### src/rtl/game_pkg.sv
// Shared definitions for the game datapath: screen geometry, obstacle sprite
// encoding and the run-state enum.
package game_pkg;

    localparam int X_W      = 10;
    localparam int SCREEN_W = 640;
    localparam int STEP     = 2;

    typedef enum logic [1:0] {
        CACTUS_SMALL = 2'd0,
        CACTUS_BIG   = 2'd1,
        CACTUS_PAIR  = 2'd2,
        BIRD         = 2'd3
    } obs_type_e;

    typedef enum logic [1:0] {
        IDLE = 2'd0,
        RUN  = 2'd1,
        HALT = 2'd2
    } game_state_e;

endpackage

### src/rtl/tick_gen.sv
// Scroll tick generator: clamps the incoming period to a floor, latches it at
// each reload and counts down, pulsing tick for one cycle when the count is 0.
module tick_gen #(
    parameter int                 SPEED_W    = 21,
    parameter logic [SPEED_W-1:0] MIN_PERIOD = 21'd50000
) (
    input  logic               clk,
    input  logic               rstn,
    input  logic [SPEED_W-1:0] speed,
    input  logic               load,
    input  logic               run,
    output logic               tick
);

    logic [SPEED_W-1:0] cnt_q;
    logic [SPEED_W-1:0] eff;

    // Upstream can wrap below the floor; anything under it is clamped.
    assign eff = (speed < MIN_PERIOD) ? MIN_PERIOD : speed;

    // Down-counter: loaded on run entry, reloaded at zero, held when not running.
    always_ff @(posedge clk or negedge rstn) begin
        if (!rstn) begin
            cnt_q <= '0;
        end else if (load) begin
            cnt_q <= eff - SPEED_W'(1);
        end else if (run) begin
            if (cnt_q == '0) cnt_q <= eff - SPEED_W'(1);
            else             cnt_q <= cnt_q - SPEED_W'(1);
        end
    end

    assign tick = run && (cnt_q == '0);

endmodule

### src/rtl/obstacle_scroller.sv
// Obstacle scroller: two ground-obstacle slots that step left on every scroll
// tick, retire off the left edge (counted in passed) and respawn at the right
// edge after an LFSR-randomised gap.
module obstacle_scroller #(
    parameter int                 SPEED_W    = 21,
    parameter int                 X_W        = game_pkg::X_W,
    parameter int                 SCREEN_W   = game_pkg::SCREEN_W,
    parameter int                 STEP       = game_pkg::STEP,
    parameter logic [SPEED_W-1:0] MIN_PERIOD = 21'd50000,
    parameter logic [7:0]         GAP_MIN    = 8'd60
) (
    input  logic               clk,
    input  logic               rstn,
    input  logic [SPEED_W-1:0] speed,
    input  logic               start,
    input  logic               crash,
    output logic               tick,
    output logic               running,
    output logic               obs0_valid,
    output logic [X_W-1:0]     obs0_x,
    output logic [1:0]         obs0_type,
    output logic               obs1_valid,
    output logic [X_W-1:0]     obs1_x,
    output logic [1:0]         obs1_type,
    output logic [15:0]        passed
);
    import game_pkg::*;

    localparam logic [X_W-1:0] STEP_X  = X_W'(STEP);
    localparam logic [X_W-1:0] SPAWN_X = X_W'(SCREEN_W - 1);

    game_state_e    state_q, state_d;
    logic           run_init;
    logic [15:0]    lfsr_q;
    logic [1:0]     v_q, v_d;
    logic [X_W-1:0] x_q [2];
    logic [X_W-1:0] x_d [2];
    logic [1:0]     t_q [2];
    logic [1:0]     t_d [2];
    logic [7:0]     gap_q, gap_d;
    logic [15:0]    passed_q, passed_d;
    logic [1:0]     retired;

    function automatic logic [15:0] sat_add16(input logic [15:0] a, input logic [1:0] b);
        logic [16:0] s;
        s = {1'b0, a} + {15'd0, b};
        return s[16] ? 16'hFFFF : s[15:0];
    endfunction

    tick_gen #(
        .SPEED_W    (SPEED_W),
        .MIN_PERIOD (MIN_PERIOD)
    ) u_tick_gen (
        .clk   (clk),
        .rstn  (rstn),
        .speed (speed),
        .load  (run_init),
        .run   (running),
        .tick  (tick)
    );

    // Free-running LFSR (taps 16,14,13,11), only reseeded by reset.
    always_ff @(posedge clk or negedge rstn) begin
        if (!rstn) lfsr_q <= 16'hACE1;
        else       lfsr_q <= {lfsr_q[0] ^ lfsr_q[2] ^ lfsr_q[3] ^ lfsr_q[5], lfsr_q[15:1]};
    end

    // Run-state register.
    always_ff @(posedge clk or negedge rstn) begin
        if (!rstn) state_q <= IDLE;
        else       state_q <= state_d;
    end

    // Next state; crash wins over start while running, start is ignored in RUN.
    always_comb begin
        state_d  = state_q;
        run_init = 1'b0;
        case (state_q)
            IDLE, HALT: if (start) begin
                state_d  = RUN;
                run_init = 1'b1;
            end
            RUN:     if (crash) state_d = HALT;
            default: state_d = IDLE;
        endcase
    end

    assign running = (state_q == RUN);

    // Per-tick slot update: move/retire first, then spawn into a freed slot.
    always_comb begin
        v_d      = v_q;
        x_d      = x_q;
        t_d      = t_q;
        gap_d    = gap_q;
        retired  = 2'd0;
        for (int i = 0; i < 2; i++) begin
            if (v_q[i]) begin
                if (x_q[i] < STEP_X) begin
                    v_d[i]  = 1'b0;
                    retired = retired + 2'd1;
                end else begin
                    x_d[i] = x_q[i] - STEP_X;
                end
            end
        end
        passed_d = sat_add16(passed_q, retired);
        if (gap_q != 8'd0) begin
            gap_d = gap_q - 8'd1;
        end else if (!v_d[0]) begin
            v_d[0] = 1'b1;
            x_d[0] = SPAWN_X;
            t_d[0] = lfsr_q[1:0];
            gap_d  = GAP_MIN + {2'b00, lfsr_q[7:2]};
        end else if (!v_d[1]) begin
            v_d[1] = 1'b1;
            x_d[1] = SPAWN_X;
            t_d[1] = lfsr_q[1:0];
            gap_d  = GAP_MIN + {2'b00, lfsr_q[7:2]};
        end
    end

    // Slot registers: cleared on run entry, advanced on ticks not cut by a crash.
    always_ff @(posedge clk or negedge rstn) begin
        if (!rstn) begin
            v_q      <= 2'b00;
            x_q[0]   <= '0;
            x_q[1]   <= '0;
            t_q[0]   <= 2'd0;
            t_q[1]   <= 2'd0;
            gap_q    <= GAP_MIN;
            passed_q <= 16'd0;
        end else if (run_init) begin
            v_q      <= 2'b00;
            x_q[0]   <= '0;
            x_q[1]   <= '0;
            t_q[0]   <= 2'd0;
            t_q[1]   <= 2'd0;
            gap_q    <= GAP_MIN;
            passed_q <= 16'd0;
        end else if (tick && !crash) begin
            v_q      <= v_d;
            x_q[0]   <= x_d[0];
            x_q[1]   <= x_d[1];
            t_q[0]   <= t_d[0];
            t_q[1]   <= t_d[1];
            gap_q    <= gap_d;
            passed_q <= passed_d;
        end
    end

    assign obs0_valid = v_q[0];
    assign obs0_x     = x_q[0];
    assign obs0_type  = t_q[0];
    assign obs1_valid = v_q[1];
    assign obs1_x     = x_q[1];
    assign obs1_type  = t_q[1];
    assign passed     = passed_q;

endmodule

### config.mk
export PLATFORM = sky130hd
export DESIGN_NAME = obstacle_scroller
export DESIGN_NICKNAME = d
export VERILOG_FILES = /design/src/rtl/game_pkg.sv /design/src/rtl/tick_gen.sv /design/src/rtl/obstacle_scroller.sv
export SDC_FILE = /design/constraint.sdc
export NUM_CORES = 1
export LEC_CHECK = 0
export BUFFER_PORTS_ARGS = -buffer_cell sky130_fd_sc_hd__buf_2
export CORE_MARGIN = 2
export CORE_UTILIZATION = 45
export CTS_CLUSTER_DIAMETER = 60
export DETAILED_ROUTE_END_ITERATION = 12
export PLACE_DENSITY = 0.62
export SLEW_MARGIN = 5
export SYNTH_ARGS = -nofsm -noshare
export SYNTH_HDL_FRONTEND = slang
export SYNTH_SLANG_ARGS = --single-unit
export TNS_END_PERCENT = 20
### constraint.sdc
create_clock -name clk -period 7.8 [get_ports clk]
set_clock_uncertainty 0.05 [all_clocks]
set_input_delay 0.39 -clock clk [delete_from_list [all_inputs] [get_ports clk]]
set_output_delay 0.39 -clock clk [all_outputs]
set_load 0.01 [all_outputs]
Yosys cells after proc, flatten, opt, wreduce, memory -nomap -nowiden:

Index checks and enable logic that the tools add are counted.

* muxes and demuxes: 45
* bitwise logic cells: 3
* eq/ne operators: 8
* add/subtract/negate cells: 8
* magnitude comparators: 3
* reductions and logical operators: 14

Operator list (number)
* 2-to-1 mux 21 bit: 4
* 2-to-1 mux 10 bit: 7
* 2-to-1 mux 20 bit: 3
* 2-to-1 mux 16 bit: 3
* subtractor 21 x 1 -> 21 bit, second input constant: 2
* 2-to-1 mux 8 bit: 5
* 2-to-1 mux 2 bit: 11
* logical NOT 21 bit: 1
* less-than comparator 21 x 16 -> 1 bit, second input constant: 1
* less-than comparator 10 x 2 -> 1 bit, second input constant: 2
* subtractor 10 x 2 -> 10 bit, second input constant: 2
* adder 16 x 2 -> 17 bit: 1
* 2-to-1 mux 4 bit: 3
* inequality test 2 bit, second input constant: 5
* 2-to-1 mux 1 bit: 8
* nonzero test 8 bit: 1
* subtractor 8 x 1 -> 8 bit, second input constant: 1
* adder 6 x 6 -> 7 bit, first input constant: 1
* nonzero test 2 bit: 3
* inequality test 4 bit, second input constant: 1
* one-hot mux 2 bit (2 select lines): 1
* AND reduction 2 bit: 2
* AND reduction 4 bit: 1
* AND reduction 3 bit: 1
* other kinds (8): 11

* bits of input ports: 25
* bits in registers: 89
* output and inout port bits: 44
* word-level logic and storage cells: 91

Depth between registers and ports, before layout:

Gate-level depths: netlist of run 1.

* depth after elaboration: 10
* gate-level depth with buffers: 15
* mapped depth without buffers: 14

Hierarchy:

A second synthesis of run 1 with hierarchy kept.

* cells, all modules: 606
* area total of the unflattened synthesis: 5393.9 sq um

By module, submodules not included
* obstacle_scroller: cells each 374, area an instance 3535.9 sq um, seq. area each 1716.6 sq um, times used 1
* tick_gen: cells each 232, area an instance 1858.0 sq um, seq. area each 525.5 sq um, times used 1

Least setup slack after synthesis of run 1:

No wires, ideal clock.

* path kind: reg-to-reg
* start: register x_q, in the netlist obs0_x[8]
* end: register passed_q[9] (netlist: passed[9])
* clock period less this slack: 3602 ps
* arrival: 3458 ps
* setup time: 94 ps
* slack: 4198 ps
* buffers on the path: 1
* data required time: 7656 ps
* stages on the path, launching flop included: 16
* cells stage by stage: dfrtp_1 > nor4_1 > nand4_1 > inv_1 > ha_1 > nand2_1 > o21ai_0 > ha_1 > inv_1 > fa_1 > and3b_1 > clkbuf_1 > nand4_1 > o211ai_1 > nor2_1 > a211oi_1

* longest elaborated chain between the ends: 10

RTL lines
* from (decl): line obstacle_scroller.sv:36 `logic [X_W-1:0] x_q [2];`
* less-than comparator 10 x 2 -> 1 bit (*): line obstacle_scroller.sv:99 `if (x_q[i] < STEP_X) begin`
* 2-to-1 mux 1 bit (*): line obstacle_scroller.sv:99
* 2-to-1 mux 2 bit (*): line obstacle_scroller.sv:98 `if (v_q[i]) begin`
* adder 2 x 1 -> 2 bit: line obstacle_scroller.sv:101 `retired = retired + 2'd1;`
* 2-to-1 mux 2 bit: line obstacle_scroller.sv:99
* 2-to-1 mux 2 bit (*): line obstacle_scroller.sv:98
* adder 16 x 2 -> 17 bit (*): line obstacle_scroller.sv:46 `s = {1'b0, a} + {15'd0, b};`
* 2-to-1 mux 16 bit (*): line obstacle_scroller.sv:47 `return s[16] ? 16'hFFFF : s[15:0];`
* 2-to-1 mux 16 bit (*): line obstacle_scroller.sv:141 `end else if (tick && !crash) begin`
* 2-to-1 mux 16 bit (*): line obstacle_scroller.sv:133 `end else if (run_init) begin`
* to (signal assigned): line obstacle_scroller.sv:148 `passed_q <= passed_d;`
* to (decl): line obstacle_scroller.sv:41 `logic [15:0] passed_q, passed_d;`

Mark *: on every way between the ends. The rest lies on a longest branch, timed or not. The select of a mux whose other input is x is not followed.
A chain may end at the register's enable or synchronous reset.

Final worst setup path of run 1:

Ends and elaborated chain as after synthesis.

==> results of run 1 <==
## critical path: cells and delay by family, from the launching register on
kind | cells | cell delay [ps]
AND/OR/NAND/NOR | 6 | 1760
flip-flops | 1 | 420
adder cells (fa/ha/maj) | 3 | 710
buffers and inverters | 2 | 180
AO/OA/AOI/OAI | 3 | 930
## sequential cells by signal, summed over array words and instances, names as in the netlist
register,count
v_q,2
state_q,2
passed,16
lfsr_q,16
obs1_type,2
gap_q,8
obs0_type,2
obs1_x,10
obs0_x,10
u_tick_gen.cnt_q,21
## through the flow
stage | util | total power (µW) | hold slack, ps | instances | worst slack [ps]
floorplan | - | 704 | 44.4 | 613 | 4200
global placement | 0.493 | 772 | 284 | 805 | 3910
detailed placement | 0.493 | 778 | 288 | 805 | 3730
CTS | 0.515 | 1180 | 262 | 822 | 3670
global route | 0.515 | 1230 | 277 | 822 | 3180
finish | 0.515 | 1170 | 276 | 822 | 3660
## what timing repair did
item | CTS | global route
hold buffers | 1 | 0
endpoints found under the setup margin | 0 | 0
endpoints found under the hold margin | 30 | 0
## final cells by class
cell class / count / area [µm²] / area share
clock buffers: 12 / 236 / 0.0385
clock inverters: 4 / 22.5 / 0.00367
inverters: 28 / 105 / 0.0171
multi-input cells: 469 / 2970 / 0.483
flip-flops and latches: 89 / 2240 / 0.365
well taps: 147 / 184 / 0.0300
repair buffers: 73 / 383 / 0.0624
## logic make-up (layout without fill, tap and decap cells)
logic type / count (synthesis) / count (layout) / share of synthesized area
AO/OA/AOI/OAI: 168 / 168 / 0.211
adder cells (fa/ha/maj): 10 / 10 / 0.0244
flip-flops: 89 / 89 / 0.413
XOR/XNOR: 23 / 23 / 0.0371
multiplexers: 1 / 1 / 0.00208
AND/OR/NAND/NOR: 267 / 267 / 0.271
buffers and inverters: 55 / 117 / 0.0413
## placed cells by master (no fill, tap or decap), types with 10 or more instances in the layout
cell	instances
dfrtp_1	77
buf_2	67
nor2_1	48
nand2_1	43
o21ai_0	40
nor3_1	34
nand3_1	34
a21oi_1	30
inv_1	28
nor4_1	19
xnor2_1	16
a31oi_1	15
nand4_1	14
dfstp_2	12
o211ai_1	10
## power by group
| part | total [µW] | leakage (µW) | internal, µW | switching (µW) |
|---|---|---|---|---|
| clock network | 394 | 0.000126 | 215 | 179 |
| logic | 214 | 0.00128 | 80.7 | 133 |
| registers | 562 | 0.00115 | 503 | 60.0 |
## per-layer routing
layer,global-route usage,up-vias,share of wire
li1,-,2444,-
met1,0.341,2549,0.47
met2,0.378,164,0.46
met3,0.0388,24,0.051
met4,0.103,0,0.020
met5,0,-,0
## worst max path at each step
stage,from,end,slack [ps],cells after the start
final,obs0_x[8]$_DFFE_PN0P_,passed[9]$_DFFE_PN0P_,3660,14
after global routing,obs0_x[8]$_DFFE_PN0P_,passed[9]$_DFFE_PN0P_,3180,14
after CTS,obs0_x[8]$_DFFE_PN0P_,passed[9]$_DFFE_PN0P_,3670,14
after floorplan,obs0_x[8]$_DFFE_PN0P_,passed[9]$_DFFE_PN0P_,4200,15
after detailed placement,obs0_x[8]$_DFFE_PN0P_,passed[9]$_DFFE_PN0P_,3730,14
after global placement,obs0_x[8]$_DFFE_PN0P_,passed[9]$_DFFE_PN0P_,3910,14
==> impl_metrics.csv, run 1 <==
group,metric,value,unit
status,outcome,"finished, final reports clean",
finish,drive_gt1_frac,0.179,
clock_tree,cts_buffers,9,
route,drt_iter0_drc,327,
timing,hold_violations,0,
global_routing,grt_pass1_vias,5053,
timing,setup_violations,0,
clock_tree,cts_sinks,89,
clock_tree,cts.repair.resized,0,
critical_path,reg2reg_depth,14,
synthesis,synth_fp_nets,648,
synthesis,ys_warn_count,0,
critical_path,timing.rr.start,"obs0_x[8]$_DFFE_PN0P_",
power_and_ir_drop,vdd_ir_drop_max,0.000110,V
global_routing,grt_overflow,0,
power_and_ir_drop,power.density,191,mW/mm²
synthesis,ys_seq_elements,89,
finish,areaGrowthSynthToFinish,13.1,%
job,drv_cap,0,
clock_tree,insertion_delay,350,ps
timing,max_freq,0.242,GHz
critical_path,cp_max_fo,8,
critical_path,path_class,"reg2reg",
route,ant_nets,0,
synthesis,syn_avg_cell_area,8.85,µm²
finish,nFillCells,1144,
timing,min_period_over_period,0.530,
hold_path,holdPathStages,2,
placed_design,routabilityCongestion,0.905,
route,wl_per_cell,18.4,µm
timing,grt_setup_unrepaired,"no",
global_routing,grt_use_total,0.244,
critical_path,worstPathCellList,"nor4_1 -> nand4_1 -> inv_1 -> ha_1 -> nand2_1 -> o21ai_0 -> ha_1 -> inv_1 -> fa_1 -> and3b_1 -> nand4_1 -> o211ai_1 -> nor2_1 -> a211oi_1",
critical_path,end_kind,"register",
critical_path,cp.arrival,4340,ps
synthesis,synth_seq_area_share,0.413,
finish,antenna_cells,0,
power_and_ir_drop,power_leakage,0.00256,µW
critical_path,r2r_slack,3660,ps
floorplanning,dieArea,0.0130,mm²
clock_tree,ctsLongestPathBuffers,2,
timing,maxSlewHeadroom,0.205,
route,totalWireLength,15100,µm
clock_tree,cts_setup_buffers,0,
floorplanning,fp-row-count,40,
placed_design,hpwl,10500,µm
synthesis,syn_area,0.00543,mm²
critical_path,worstSetupStartpointType,"register",
route,first_pass_iters,5,
finish,fin_area,0.00614,mm²
synthesis,yosysMostFrequentCell,"dfrtp_1",
global_routing,grt_max_degree,60,
hold_path,hp-start,"speed[0]",
critical_path,cp_slowest_cell,"nor4_1",
critical_path,cpPeakStageDelay,640,ps
hold_path,hold_end,"u_tick_gen.cnt_q[0]$_DFFE_PN0P_",
synthesis,async_flop_share,1.00,
floorplanning,start_util,0.456,
clock_tree,cts_max_level,3,
synthesis,synth_top_area_share,0.355,
route,vias,5181,
critical_path,regToRegEndpoint,"passed[9]$_DFFE_PN0P_",
synthesis,synthTopCellsByCount,"77 x dfrtp_1, 49 x nor2_1, 43 x nand2_1",
critical_path,cp_data_required_time,8000,ps
floorplanning,die_x,114,µm
synthesis,synth_edf_count,0,
global_routing,grt_first_pass_wirelength,25400,µm
placed_design,dpl_cell_area,0.00587,mm²
clock_tree,path_clk_slew,70,ps
floorplanning,coreArea,0.0119,mm²
floorplanning,die-height,114,µm
timing,period_needed,4140,ps
route,via_per_inst,6.30,
timing,slew_violations,0,
finish,nets,705,
synthesis,netlist_top_cells_area,"dfrtp_1 36%, dfstp_2 5.8%, o21ai_0 3.7%",
timing,tns,0,ps
synthesis,synth_cells,613,
synthesis,yosysUniqueCellTypes,67,
floorplanning,io_pins,69,
timing,worst_slew_pin_slew,1190,ps
route,drcViolationCount,0,
synthesis,yosys.area.top_type,"dfrtp_1",
global_routing,grt_antenna_before_repair,0,
synthesis,synthFlopType,"dfrtp_1",
clock_tree,cts_tree,"built",
placed_design,port_buffers,68,
clock_tree,cts_root_buf,"clkbuf_16",
hold_path,hp-class,"in2reg",
(Power assumes the default switching activity.)
==> run 2, diff against run 1 <==
--- a/config.mk
+++ b/config.mk
@@ -10,7 +10,7 @@
 export CORE_UTILIZATION = 45
 export CTS_CLUSTER_DIAMETER = 60
 export DETAILED_ROUTE_END_ITERATION = 12
-export PLACE_DENSITY = 0.62
+export PLACE_DENSITY = 0.64
 export SLEW_MARGIN = 5
 export SYNTH_ARGS = -nofsm -noshare
 export SYNTH_HDL_FRONTEND = slang
==> constraint.sdc (replaced) <==
create_clock -name clk -period 3.7 [get_ports clk]
set_clock_uncertainty 0.05 [all_clocks]
set_input_delay 0.185 -clock clk [delete_from_list [all_inputs] [get_ports clk]]
set_output_delay 0.185 -clock clk [all_outputs]
set_load 0.01 [all_outputs]
==> impl_metrics.csv, run 2 (same netlist as run 1, synthesis figures left out) <==
group,metric,value,unit
clock_tree,ctsLongestPathBuffers,2,
power_and_ir_drop,intPower,1830,µW
global_routing,grt_pass1_vias,5056,
critical_path,cpPeakStageDelay,440,ps
placed_design,dpl_cell_area,0.00598,mm²
critical_path,path_class,"reg2reg",
critical_path,worstPathCellList,"nor4_1 -> and3_1 -> ha_1 -> nand2_1 -> o21ai_0 -> ha_1 -> inv_1 -> fa_1 -> and3b_1 -> nand4_1 -> nor2_1 -> nor2_1 -> a311oi_1",
hold_path,hp-start,"speed[0]",
power_and_ir_drop,p_comb_frac,0.173,
clock_tree,cts_root_buf,"clkbuf_16",
critical_path,cpLargestDelayFamily,"simple AND/OR/NAND/NOR gates",
finish,drive_gt1_frac,0.203,
route,first_pass_iters,5,
finish,layout_common_cells,"77 x dfrtp_1, 67 x buf_2, 48 x nor2_1",
floorplanning,dieArea,0.0130,mm²
critical_path,regToRegEndpoint,"passed[2]$_DFFE_PN0P_",
hold_path,holdPathStages,2,
finish,final_common_cell,"dfrtp_1",
finish,antenna_cells,0,
critical_path,cp.arrival,3640,ps
critical_path,cp_data_required_time,3910,ps
timing,max_freq,0.291,GHz
floorplanning,fp-row-count,40,
clock_tree,cts_tree,"built",
finish,regMostFlops,"u_tick_gen.cnt_q",
route,drt_iter0_drc,388,
placed_design,routabilityCongestion,0.954,
clock_tree,cts_sinks,89,
floorplanning,die_x,114,µm
finish,largest_reg_flops,21,
route,drcViolationCount,0,
timing,setup_violations,0,
floorplanning,start_util,0.456,
timing,hold_violations,0,
job,drv_cap,0,
route,ant_nets,0,
floorplanning,coreArea,0.0119,mm²
power_and_ir_drop,power.density,420,mW/mm²
clock_tree,path_clk_slew,70,ps
global_routing,grt_max_degree,77,
global_routing,grt_overflow,0,
power_and_ir_drop,switching_power,825,µW
finish,nFillCells,1130,
timing,maxSlewHeadroom,0.340,
floorplanning,die-height,114,µm
critical_path,timing.rr.start,"obs1_x[9]$_DFFE_PN0P_",
route,via_per_inst,6.23,
status,outcome,"finished, final reports clean",
floorplanning,io_pins,69,
hold_path,hold_end,"u_tick_gen.cnt_q[0]$_DFFE_PN0P_",
power_and_ir_drop,p_sw_frac,0.311,
timing,tns,0,ps
clock_tree,cts_max_level,3,
global_routing,grt_first_pass_wirelength,25900,µm
finish,multi_input_area,0.00297,mm²
critical_path,reg2reg_depth,13,
power_and_ir_drop,clock_power_share,0.382,
clock_tree,cts.repair.resized,0,
critical_path,cp_max_fo,7,
global_routing,grt_antenna_before_repair,0,
power_and_ir_drop,p_total,2660,µW
critical_path,r2r_slack,270,ps
route,totalWireLength,15600,µm
finish,fin_area,0.00633,mm²
timing,slew_violations,0,
timing,worst_slew_pin_slew,990,ps
timing,min_period_over_period,0.928,
hold_path,hp-class,"in2reg",
global_routing,grt_use_total,0.251,
power_and_ir_drop,power_leakage,0.00266,µW
critical_path,path_buf_inv,1,
placed_design,port_buffers,68,
critical_path,worstSetupStartpointType,"register",
critical_path,cp_slowest_cell,"dfrtp_1",
placed_design,hpwl,10900,µm
timing,period_needed,3430,ps
finish,nets,721,
route,wl_per_cell,18.6,µm
power_and_ir_drop,p_seq_frac,0.445,
route,vias,5220,
clock_tree,cts_buffers,9,
timing,grt_setup_unrepaired,"no",
clock_tree,insertion_delay,360,ps
critical_path,end_kind,"register",
power_and_ir_drop,vdd_ir_drop_max,0.000221,V
finish,seqCellArea,0.00224,mm²
finish,areaGrowthSynthToFinish,16.6,%
## run 2: metal layers
layer | part of all wire | GRT usage | vias up
met2 | 0.46 | 0.396 | 193
met5 | 0 | 0 | -
li1 | - | - | 2470
met3 | 0.061 | 0.0484 | 30
met1 | 0.45 | 0.340 | 2527
met4 | 0.023 | 0.107 | 0
## run 2: metrics by stage
stage / util / setup slack [ps] / cells / hold slack (ps)
floorplan: - / 97.9 / 613 / -161
global route: 0.531 / 63.2 / 838 / 55.6
finish: 0.531 / 267 / 838 / 45.6
global placement: 0.502 / 252 / 820 / 288
CTS: 0.530 / 89.3 / 837 / 29.7
detailed placement: 0.502 / 71.8 / 820 / 292
## run 2: worst max path at each step
stage,start,to,slack (ps),depth (start not counted)
detailed placement,obs1_x[9]$_DFFE_PN0P_,passed[9]$_DFFE_PN0P_,70,13
floorplan,obs0_x[8]$_DFFE_PN0P_,passed[9]$_DFFE_PN0P_,100,15
finish,obs1_x[9]$_DFFE_PN0P_,passed[2]$_DFFE_PN0P_,270,13
CTS,obs1_x[9]$_DFFE_PN0P_,passed[9]$_DFFE_PN0P_,90,13
global placement,obs1_x[9]$_DFFE_PN0P_,passed[9]$_DFFE_PN0P_,250,13
global route,obs1_x[9]$_DFFE_PN0P_,passed[2]$_DFFE_PN0P_,60,13
## run 2: area by class of cell
class / count / share of cell area
Clock buffer: 9 / 0.0356
Clock inverter: 7 / 0.0160
Inverter: 28 / 0.0166
Multi-Input combinational cell: 469 / 0.469
Sequential cell: 89 / 0.354
Tap cell: 147 / 0.0291
Timing Repair Buffer: 89 / 0.0795
## run 2: power by group through the flow
stage / Sequential, µW / Combinational, µW / Clock [µW]
after floorplan: 1160 / 327 / 0
after global placement: 1190 / 443 / 0
after detailed placement: 1190 / 456 / 0
after CTS: 1180 / 460 / 1040
after global routing: 1200 / 516 / 1070
final: 1180 / 460 / 1010
## run 2: what timing repair did
item	4_1_cts	5_1_grt
setup endpoints to repair	0	8
hold endpoints to repair	65	0
buffers inserted	0	1
hold buffers	1	0
## run 2: worst reg2reg max path, stage by stage, from the launching register on
cell and delay, ps:
dfrtp_1 440, nor4_1 400, and3_1 290, ha_1 150, nand2_1 40, o21ai_0 90, ha_1 200, inv_1 60
fa_1 380, and3b_1 260, nand4_1 250, nor2_1 250, nor2_1 160, a311oi_1 330
